$ cat config.mk
export PLATFORM = sky130hd
export DESIGN_NAME = audio_sd_dac_mixer
export DESIGN_NICKNAME = d
export VERILOG_FILES = /design/src/rtl/audio_sd_dac_mixer_pkg.sv /design/src/rtl/audio_sd_dac_mixer_modulator.sv /design/src/rtl/audio_sd_dac_mixer.sv
export SDC_FILE = /design/constraint.sdc
export NUM_CORES = 1
export LEC_CHECK = 0
export CORE_MARGIN = 1
export CORE_UTILIZATION = 50
export DETAILED_ROUTE_END_ITERATION = 16
export PLACE_DENSITY = 0.77
export SYNTH_ARGS = -nofsm -noshare
export SYNTH_HDL_FRONTEND = slang
export SYNTH_SLANG_ARGS = --single-unit
$ cat constraint.sdc
create_clock -name clk_vga -period 21.6 [get_ports clk_vga]
set_input_delay 3.24 -clock clk_vga [delete_from_list [all_inputs] [get_ports clk_vga]]
set_output_delay 3.24 -clock clk_vga [all_outputs]
set_load 0.05 [all_outputs]
$ cat src/rtl/audio_sd_dac_mixer_pkg.sv
// audio_pkg: shared constants, sample type and attenuation helper for the
// audio output stage (audio_sd_dac_mixer and audio_sd_modulator).
//   SAMPLE_W  : width of one signed audio sample
//   MIX_W     : width of the mixer sum (two guard bits)
//   MIDSCALE  : offset-binary silence level driven into the modulator
//   CLAMP_MAX / CLAMP_MIN : saturation limits of the mixer sum
package audio_pkg;

  localparam int unsigned SAMPLE_W = 16;
  localparam int unsigned MIX_W    = 18;

  localparam logic [SAMPLE_W-1:0] MIDSCALE = 16'h8000;

  localparam logic signed [MIX_W-1:0] CLAMP_MAX = 18'sd32767;
  localparam logic signed [MIX_W-1:0] CLAMP_MIN = -18'sd32768;

  typedef logic signed [SAMPLE_W-1:0] sample_t;
  typedef logic signed [MIX_W-1:0]    mix_t;

  // Volume 7 passes the sample unchanged, each step down halves it,
  // volume 0 mutes the source completely.
  function automatic sample_t attenuate(input sample_t x, input logic [2:0] vol);
    if (vol == 3'd0) begin
      return '0;
    end
    return x >>> (3'd7 - vol);
  endfunction

endpackage

$ cat src/rtl/audio_sd_dac_mixer_modulator.sv
// audio_sd_modulator: delta-sigma modulator turning a 16-bit offset-binary
// target into a 1-bit stream, updated every clk_vga cycle.
//   clk_vga    : DAC clock
//   reset_wire : asynchronous, active-high reset
//   target     : offset-binary level, 0x8000 = silence
//   bit_out    : registered modulator output
// Build option: AUDIO_DAC_2ND_ORDER_EN selects a second-order error-feedback
// loop; otherwise a first-order accumulator is used.
module audio_sd_modulator
  import audio_pkg::*;
#(
  parameter int unsigned ACC_W = 17
) (
  input  logic                clk_vga,
  input  logic                reset_wire,
  input  logic [SAMPLE_W-1:0] target,
  output logic                bit_out
);

`ifdef AUDIO_DAC_2ND_ORDER_EN

  localparam int unsigned I_W = 20;
  localparam int unsigned E_W = I_W + 2;

  localparam logic signed [E_W-1:0] SAT_POS = 22'sd262144;
  localparam logic signed [E_W-1:0] SAT_NEG = -22'sd262144;

  logic signed [I_W-1:0] i1_q, i2_q;
  logic                  out_q;
  logic signed [E_W-1:0] u, fb, i1_sum, i2_sum;
  logic signed [I_W-1:0] i1_next, i2_next;

  function automatic logic signed [I_W-1:0] sat_int(input logic signed [E_W-1:0] v);
    if (v > SAT_POS) begin
      return I_W'(SAT_POS);
    end
    if (v < SAT_NEG) begin
      return I_W'(SAT_NEG);
    end
    return v[I_W-1:0];
  endfunction

  always_comb begin
    u       = $signed({6'b0, target}) - 22'sd32768;
    fb      = out_q ? 22'sd32768 : -22'sd32768;
    i1_sum  = {{2{i1_q[I_W-1]}}, i1_q} + u - fb;
    i2_sum  = {{2{i2_q[I_W-1]}}, i2_q} + {{2{i1_q[I_W-1]}}, i1_q} - fb;
    i1_next = sat_int(i1_sum);
    i2_next = sat_int(i2_sum);
  end

  always_ff @(posedge clk_vga or posedge reset_wire) begin
    if (reset_wire) begin
      i1_q  <= '0;
      i2_q  <= '0;
      out_q <= 1'b0;
    end else begin
      i1_q  <= i1_next;
      i2_q  <= i2_next;
      out_q <= ~i2_q[I_W-1];
    end
  end

  assign bit_out = out_q;

`else

  logic [ACC_W-1:0] acc_q;

  // The carry out of the 16-bit sum is the output bit; it is dropped before
  // the next addition so the long-run ones density equals target / 65536.
  always_ff @(posedge clk_vga or posedge reset_wire) begin
    if (reset_wire) begin
      acc_q <= '0;
    end else begin
      acc_q <= {1'b0, acc_q[ACC_W-2:0]} + ACC_W'(target);
    end
  end

  assign bit_out = acc_q[ACC_W-1];

`endif

endmodule

$ cat src/rtl/audio_sd_dac_mixer.sv
// audio_sd_dac_mixer: output audio stage. Synchronises the OPL2, Tandy PSG and
// PC speaker sources from clk_chipset, captures them at a fixed sample tick,
// attenuates, mixes with saturation and feeds a delta-sigma DAC on aud_l/aud_r.
//   clk_vga      : audio/DAC clock (28.636 MHz)
//   reset_wire   : asynchronous, active-high reset
//   opl2_in      : signed OPL2 sample (clk_chipset domain)
//   tandy_in     : signed Tandy PSG sample (clk_chipset domain)
//   speaker_in   : PC speaker bit (asynchronous)
//   vol_opl2/vol_tandy/vol_spk : 0 = mute .. 7 = full, quasi-static
//   mute         : forces the DAC target to midscale from the next sample
//   clip_clr     : clears clip_sticky
//   aud_l/aud_r  : identical delta-sigma bitstreams
//   clip_sticky  : set when the mixer saturates
//   sample_tick  : one-cycle pulse per sample period
// Build option: AUDIO_DAC_2ND_ORDER_EN selects the second-order modulator.
module audio_sd_dac_mixer
  import audio_pkg::*;
#(
  parameter int unsigned SAMPLE_DIV = 596,
  parameter int          SPK_LEVEL  = 8192,
  parameter int unsigned ACC_W      = 17
) (
  input  logic                clk_vga,
  input  logic                reset_wire,
  input  logic [SAMPLE_W-1:0] opl2_in,
  input  logic [SAMPLE_W-1:0] tandy_in,
  input  logic                speaker_in,
  input  logic [2:0]          vol_opl2,
  input  logic [2:0]          vol_tandy,
  input  logic [2:0]          vol_spk,
  input  logic                mute,
  input  logic                clip_clr,
  output logic                aud_l,
  output logic                aud_r,
  output logic                clip_sticky,
  output logic                sample_tick
);

  localparam int unsigned CNT_W    = $clog2(SAMPLE_DIV);
  localparam sample_t     SPK_FULL = sample_t'(SPK_LEVEL);

  logic [CNT_W-1:0] tick_cnt;

  sample_t opl2_s1, opl2_s2, opl2_prev;
  sample_t tandy_s1, tandy_s2, tandy_prev;
  logic    spk_s1, spk_s2, spk_prev;

  sample_t cap_opl2, cap_tandy;
  logic    cap_spk;

  sample_t a_opl2, a_tandy, a_spk;
  logic    v_a, v_m, v_t;

  mix_t    mix_sum;
  logic    clamp_hi, clamp_lo;
  sample_t mix_sat;
  sample_t mix_q;

  logic [SAMPLE_W-1:0] dac_target;
  logic                sd_bit;

  // Sample tick counter
  always_ff @(posedge clk_vga or posedge reset_wire) begin
    if (reset_wire) begin
      tick_cnt <= '0;
    end else if (tick_cnt == CNT_W'(SAMPLE_DIV - 1)) begin
      tick_cnt <= '0;
    end else begin
      tick_cnt <= tick_cnt + 1'b1;
    end
  end

  assign sample_tick = (tick_cnt == CNT_W'(SAMPLE_DIV - 1));

  // Two-flop synchronisers plus one history register per source; the bus
  // sources are only trusted when sync2 agrees with the previous cycle, which
  // rejects a word caught half-way through a multi-bit change.
  always_ff @(posedge clk_vga or posedge reset_wire) begin
    if (reset_wire) begin
      opl2_s1    <= '0;
      opl2_s2    <= '0;
      opl2_prev  <= '0;
      tandy_s1   <= '0;
      tandy_s2   <= '0;
      tandy_prev <= '0;
      spk_s1     <= 1'b0;
      spk_s2     <= 1'b0;
      spk_prev   <= 1'b0;
    end else begin
      opl2_s1    <= opl2_in;
      opl2_s2    <= opl2_s1;
      opl2_prev  <= opl2_s2;
      tandy_s1   <= tandy_in;
      tandy_s2   <= tandy_s1;
      tandy_prev <= tandy_s2;
      spk_s1     <= speaker_in;
      spk_s2     <= spk_s1;
      spk_prev   <= spk_s2;
    end
  end

  // Stage C: capture on the tick, each source judged on its own stability
  always_ff @(posedge clk_vga or posedge reset_wire) begin
    if (reset_wire) begin
      cap_opl2  <= '0;
      cap_tandy <= '0;
      cap_spk   <= 1'b0;
    end else if (sample_tick) begin
      if (opl2_s2 == opl2_prev) begin
        cap_opl2 <= opl2_s2;
      end
      if (tandy_s2 == tandy_prev) begin
        cap_tandy <= tandy_s2;
      end
      if (spk_s2 == spk_prev) begin
        cap_spk <= spk_s2;
      end
    end
  end

  // Stage valid strobes following the tick through A, M and target
  always_ff @(posedge clk_vga or posedge reset_wire) begin
    if (reset_wire) begin
      v_a <= 1'b0;
      v_m <= 1'b0;
      v_t <= 1'b0;
    end else begin
      v_a <= sample_tick;
      v_m <= v_a;
      v_t <= v_m;
    end
  end

  // Stage A: attenuation
  always_ff @(posedge clk_vga or posedge reset_wire) begin
    if (reset_wire) begin
      a_opl2  <= '0;
      a_tandy <= '0;
      a_spk   <= '0;
    end else if (v_a) begin
      a_opl2  <= attenuate(cap_opl2, vol_opl2);
      a_tandy <= attenuate(cap_tandy, vol_tandy);
      a_spk   <= cap_spk ? attenuate(SPK_FULL, vol_spk) : '0;
    end
  end

  // Stage M: mix at 18 bits (OPL2 weighted x2), then saturate to 16 bits
  always_comb begin
    mix_sum  = ({{2{a_opl2[SAMPLE_W-1]}}, a_opl2} <<< 1)
             + {{2{a_tandy[SAMPLE_W-1]}}, a_tandy}
             + {{2{a_spk[SAMPLE_W-1]}}, a_spk};
    clamp_hi = (mix_sum > CLAMP_MAX);
    clamp_lo = (mix_sum < CLAMP_MIN);
    if (clamp_hi) begin
      mix_sat = 16'sh7FFF;
    end else if (clamp_lo) begin
      mix_sat = 16'sh8000;
    end else begin
      mix_sat = mix_sum[SAMPLE_W-1:0];
    end
  end

  always_ff @(posedge clk_vga or posedge reset_wire) begin
    if (reset_wire) begin
      mix_q <= '0;
    end else if (v_m) begin
      mix_q <= mix_sat;
    end
  end

  // A clamp in the same cycle as clip_clr wins so no clip event is lost
  always_ff @(posedge clk_vga or posedge reset_wire) begin
    if (reset_wire) begin
      clip_sticky <= 1'b0;
    end else if (v_m && (clamp_hi || clamp_lo)) begin
      clip_sticky <= 1'b1;
    end else if (clip_clr) begin
      clip_sticky <= 1'b0;
    end
  end

  // DAC target: signed to offset binary, mute applied with the sample
  always_ff @(posedge clk_vga or posedge reset_wire) begin
    if (reset_wire) begin
      dac_target <= MIDSCALE;
    end else if (v_t) begin
      dac_target <= mute ? MIDSCALE : {~mix_q[SAMPLE_W-1], mix_q[SAMPLE_W-2:0]};
    end
  end

  audio_sd_modulator #(
    .ACC_W (ACC_W)
  ) u_mod (
    .clk_vga    (clk_vga),
    .reset_wire (reset_wire),
    .target     (dac_target),
    .bit_out    (sd_bit)
  );

  assign aud_l = sd_bit;
  assign aud_r = sd_bit;

endmodule
==> metrics, run 1 <==
Ports 50; Critical Path Sink Type primary output; Synth warnings 0; most common cell in the netlist dfrtp_1; largest cells by area after synthesis dfrtp_1, ha_1, mux2i_1; sequential area share after synthesis 0.530; post-synthesis async set-or-reset flop share 1.00; syn nets 1024; share of power burned in registers 0.476; clock sinks ~230; Distinct cells, synth 69; routing usage on met1 0.262; Switching Share 0.206; WP data arrival around 2.7 ns; antenna cells 0; hold_buf cts 0; Starting Density 0.508; Worst Setup Start Kind flop; Largest register FFs 17; Cell Area, Placed 0.0117 mm^2; Mapped Cells about 930; CTS tree built; cell count after placement 1219; I/O Buffers slightly below 50; Hold Path Class flop to flop; FF+latch count, synth ~230; CP max FO 5; vias in the first global route 7124; DR iter-0 viols 469; final worst setup slack roughly 16 ns; RR Startpoint a_opl2[9]; Slew HR 0.333; met3 usage 0.0300; Setup crit end sample_tick; max-slew violation count 0; hpwl dp 13700 um; maximum vdd drop ~0.000087 V; busiest layer in global routing met2; Mean Syn Cell Area 11.9 um^2; grt met2 use 0.313; ys flop type dfrtp_1; setup TNS 0 ns; clock-pin slew on the worst setup and hold paths 0.06 ns; clock latency on the worst-skew pair between 0.5 and 0.6 ns; Worst Reg-to-Reg Cells 8; LEAKAGE roughly 5.8 nW; First-pass DRT Iterations 5; Least-Margin Pin Slew 1.00 ns; Tcrit/Tclk final 0.275; fin nets between 1000 and 1500; Avg WL per Cell 15.9 um; setup bufs post-CTS 0; Tmin final 5.93 ns; Syn Std Cell Area roughly 0.011 mm^2; DIE WIDTH around 150 um; internal power 756 uW; WS Path Type flop to primary output; hold_sp opl2_s1[8]; Total Routing Usage GR 0.191; Synth top area share 0.527; Clock power frac 0.491; post-route ant nets 0; pre-CTS setup slack 15.99 ns; post-CTS sizing 0; sw power 196 uW; fillcell total 1741; Pwr Density 75.3 mW/mm^2; num rows 54; root cell of the clock tree clkbuf_16; Max Clk Rate 169 MHz; internal reg-to-reg setup slack approximately 18 ns; critical-path cell list ha_1, nor4bb_1, nand3b_1, nor4b_2, clkdlybuf4s50_1; Logic pwr share 0.033; RSZ-0062 raised after global routing false; initial antenna violation count 0; H-tree levels 1; WP data required 18.36 ns; Clock Path Buffers 3; Congestion Overflow GR 0; area growth from synthesis to layout 14.3%; Largest Register u_mod.acc_q; Clock Skew 0.0122 ns; CP max stage cell clkdlybuf4s50_1; r2r endpoint mix_q[0]; outcome finished clean; slowest stage delay, CP 0.87 ns; cell taking the most area after synthesis dfrtp_1; list of most frequent post-synthesis cells dfrtp_1, inv_1, a21oi_1; GPL Wtd Cong 0.890; Critical Path Source tick_cnt[0]; first-pass GRT wire length 35200 um; fraction of layout cells with a size suffix above 1 0.123; final setup fails 0; Post-synth EDFFs 0; # Max-Cap Violations 0; Num CTS Buffers 25; Core ar. ~0.022 mm^2; Finished Layout Cells 1264; die area between 0.02 and 0.025 mm^2; Die H 151 um; Routed WL 20100 um; DRC errors left 0; routed via count roughly 7100; Final Hold Viols 0; vias per std cell 5.60; largest net degree at the start of global routing 152; Final Instance Area 0.0126 mm^2
power by group through the flow:
stage	registers [mW]	logic (mW)	clock network (mW)
after global routing	0.454	0.0352	0.495
after CTS	0.453	0.0321	0.477
after floorplan	0.460	0.0196	0
final	0.453	0.0311	0.468
after detailed placement	0.461	0.0319	0
after global placement	0.461	0.0312	0
placed cells by master, fill, tap and decap left out, types with 4 or more instances in the layout:
cell	n
mux2i_1	49
nor3_1	11
o21bai_1	4
nand3_1	17
inv_1	57
ha_1	41
fa_1	9
dfrtp_1	233
xor2_1	27
a311oi_1	4
nand4_1	18
nand2_1	29
o21ai_0	30
mux2_2	22
o21a_1	7
a21o_1	11
o211ai_1	10
and3_1	5
a31o_2	15
mux2_4	10
xnor2_1	33
nand2b_1	5
o22ai_1	30
o221ai_1	8
mux4_2	12
buf_4	5
clkbuf_16	25
clkdlybuf4s50_1	49
bufinv_16	6
a211o_1	4
nor4_1	5
a211oi_1	9
nor2b_1	22
a21oi_1	53
nor2_1	47
through the flow:
| step | hold WS [ns] | total power, mW | util |
|---|---|---|---|
| floorplan | 0.331 | 0.479 | - |
| global placement | 0.332 | 0.492 | 0.539 |
| detailed placement | 0.335 | 0.493 | 0.539 |
| CTS | 0.342 | 0.963 | 0.581 |
| global route | 0.348 | 0.984 | 0.581 |
| finish | 0.341 | 0.952 | 0.581 |
per-layer routing:
layer	vias to the layer above	routed length (um)	part of all wire
li1	3415	-	-
met2	171	9580	0.48
met1	3459	9050	0.45
met5	-	0	0
met3	36	848	0.042
met4	0	583	0.029
final cells by class:
| type | count | area, um^2 | share of cell area |
|---|---|---|---|
| Timing Repair Buffer | 54 | 528 | 0.0418 |
| Inverter | 58 | 225 | 0.0178 |
| Sequential cell | 234 | 5860 | 0.463 |
| Clock inverter | 15 | 256 | 0.0203 |
| Multi-Input combinational cell | 593 | 4760 | 0.377 |
| Clock buffer | 30 | 664 | 0.0526 |
| Tap cell | 280 | 350 | 0.0277 |
cells by family after synthesis:
| family | share of synthesized area |
|---|---|
| muxes | 0.105 |
| DFF | 0.530 |
| buffers and inverters | 0.0399 |
| adders and majority gates | 0.0627 |
| AOI/OAI and AO/OA | 0.127 |
| xor gates and xnor gates | 0.0475 |
| and+or+nand+nor | 0.0882 |
critical path, delay by kind of cell (launching register included):
kind	cells	cell delay [ns]
flops	1	0.36
fa+ha+maj	1	0.26
buf+inv	1	0.87
simple gates	3	0.68
worst min path at each step:
stage | to | slack (ns) | depth (start not counted)
2_1_floorplan | opl2_s2[0] | 0.33 | 0
3_3_place_gp | opl2_s2[7] | 0.33 | 0
3_5_place_dp | opl2_s2[0] | 0.33 | 0
4_1_cts | opl2_s2[8] | 0.34 | 0
5_1_grt | opl2_s2[14] | 0.35 | 0
6_report | opl2_s2[8] | 0.34 | 0
(Power assumes the default switching activity.)
==> inputs of run 2 (changes only) <==
Settings changed: PLACE_DENSITY 0.77 to 0.8.
Clock period 21.6 ns to 5.44 ns, I/O delays scaled along.
==> run 2 against run 1 <==
  * Flip-flop and latch count did not move
  * Largest power group is now sequential cells
  * Via count rose by 0.44%
  * Non-clock buffer count grew 1
  * Cell area down 0.27%
  * Cell count is the same
  * Register-to-register slack worse by 16 ns
  * Worst hold slack got worse by 0.0094 ns
  * Sequential power rose to 4.0 times the previous value
  * Wire length is 4.6% higher
  * Count of clock-buffer cells in the layout decreased by 1
  * Combinational power rose to 4.1 times the previous value
  * Die area is the same
==> metrics, run 2 (synthesized netlist as in run 1, its figures left out) <==
outcome finished clean; Die H between 150 and 200 um; Fin Hold WS 0.331 ns; DRC errors left 0; post-CTS sizing 0; setup TNS 0 ns; routed via count 7112; Tmin final 3.55 ns; maximum vdd drop between 0.0002 and 0.0003 V; LEAKAGE 5.82 nW; CTS tree built; DR iter-0 viols about 390; Starting Density 0.508; antenna cells 0; combined area of the multi-input logic cells ~0.0048 mm^2; vias per std cell 5.63; hpwl dp around 15000 um; H-tree levels 1; CP max stage cell clkdlybuf4s50_1; setup bufs post-CTS 0; I/O Buffers 49; Pwr Density approximately 290 mW/mm^2; post-route ant nets 0; Total Routing Usage GR 0.193; Final Hold Viols 0; CP bufs+invs 1; first-pass GRT wire length 35100 um; Clock Skew between 0.02 and 0.03 ns; wl on met1 9320 um; Tcrit/Tclk final 0.652; area growth from synthesis to layout 14.0%; vias in the first global route 7161; top routing layer used met4; Max Clk Rate 282 MHz; Core ar. ~0.022 mm^2; Routed WL around 21000 um; Num CTS Buffers 24; sequential cell area 0.00586 mm^2; WS Path Type flop to primary output; fin util 0.580; largest net degree at the start of global routing 160; fillcell total roughly 1700; Worst Setup Start Kind flop; max-slew violation count 0; clock sinks 234; # Max-Cap Violations 0; RSZ-0062 raised after global routing false; slowest stage delay, CP 0.86 ns; hold_buf cts 0; critical-path cell list ha_1, nor4bb_1, nand3b_1, nor4b_2, clkdlybuf4s50_1; family with the most delay on the worst path buffers and inverters; die area approximately 0.023 mm^2; WP data required 4.62 ns; final setup fails 0; Ports 50; Avg WL per Cell 16.6 um; CP max FO 5; routed wl met3 827 um; WP data arrival 2.73 ns; Slew HR 0.374; num rows 54; metal2 WL 10300 um; fin nets 1062; Hold Path Class flop to flop; Largest Register u_mod.acc_q; most frequent cells in the layout dfrtp_1, inv_1, a21oi_1; DIE WIDTH 151 um; Critical Path Sink Type primary output; initial antenna violation count 0; commonest non-fill, non-tap cell in the layout dfrtp_1; clock-pin slew on the worst setup and hold paths 0.07 ns; GPL Wtd Cong around 0.87; clock latency on the worst-skew pair 0.54 ns; Least-Margin Pin Slew 0.937 ns; root cell of the clock tree clkbuf_16; fraction of layout cells with a size suffix above 1 0.125; First-pass DRT Iterations 5; Congestion Overflow GR 0; Largest register FFs 17; Clock Path Buffers 3
run 2: cell types whose count changed in the layout (fill, tap and decap cells not counted), sizes merged:
cell	before	now
clkbuf	30	29
clkinv	5	10
bufinv	6	4
buf	5	6
inv	60	58
clkinvlp	2	1
run 2: path summary, 6_finish.rpt:
path / from / to / slack, ns / depth (start not counted)
setup / recovery: tick_cnt[0] / sample_tick / 1.89 / 5
hold / removal: opl2_s1[0] / opl2_s2[0] / 0.33 / 0
setup reg to reg: a_opl2[9] / mix_q[3] / 1.92 / 8
hold reg to reg: opl2_s1[0] / opl2_s2[0] / 0.33 / 0
max in group asynchronous: reset_wire / tandy_s2[3] / 3.64 / 3
min in group asynchronous: reset_wire / u_mod.acc_q[13] / 0.66 / 2
run 2: cell type report:
class | instances | area share
clock buffers | 29 | 0.0523
clock inverters | 15 | 0.0168
inverters | 58 | 0.0176
multi-input cells | 593 | 0.378
flip-flops and latches | 234 | 0.465
well taps | 280 | 0.0278
repair buffers | 55 | 0.0435
run 2: report_power, final:
part | total [mW] | internal, mW | switching, mW
combinational | 0.126 | 0.0586 | 0.0676
sequential | 1.80 | 1.78 | 0.0216
clock | 1.76 | 1.06 | 0.697
run 2: metrics by stage:
step	std cells	area, um^2	setup slack (ns)	power, mW
final	1264	12600	1.89	3.69
after global routing	1264	12600	1.63	3.82
after CTS	1264	12600	1.87	3.73
after detailed placement	1220	11700	1.94	1.96
after global placement	1220	11700	2.05	1.95
after floorplan	928	11100	1.56	1.90
run 2: worst register-to-register path, delay by kind of cell (launching register included):
kind                       cells  cell delay (ns)
AOI/OAI and AO/OA              6             2.15
adders and majority gates      2             0.87
DFF                            1             0.40
run 2: routing by layer:
metal | vias up | GRT usage
met5 | - | 0
met4 | 0 | 0.0595
met3 | 33 | 0.0327
met2 | 146 | 0.330
met1 | 3518 | 0.249
li1 | 3415 | -
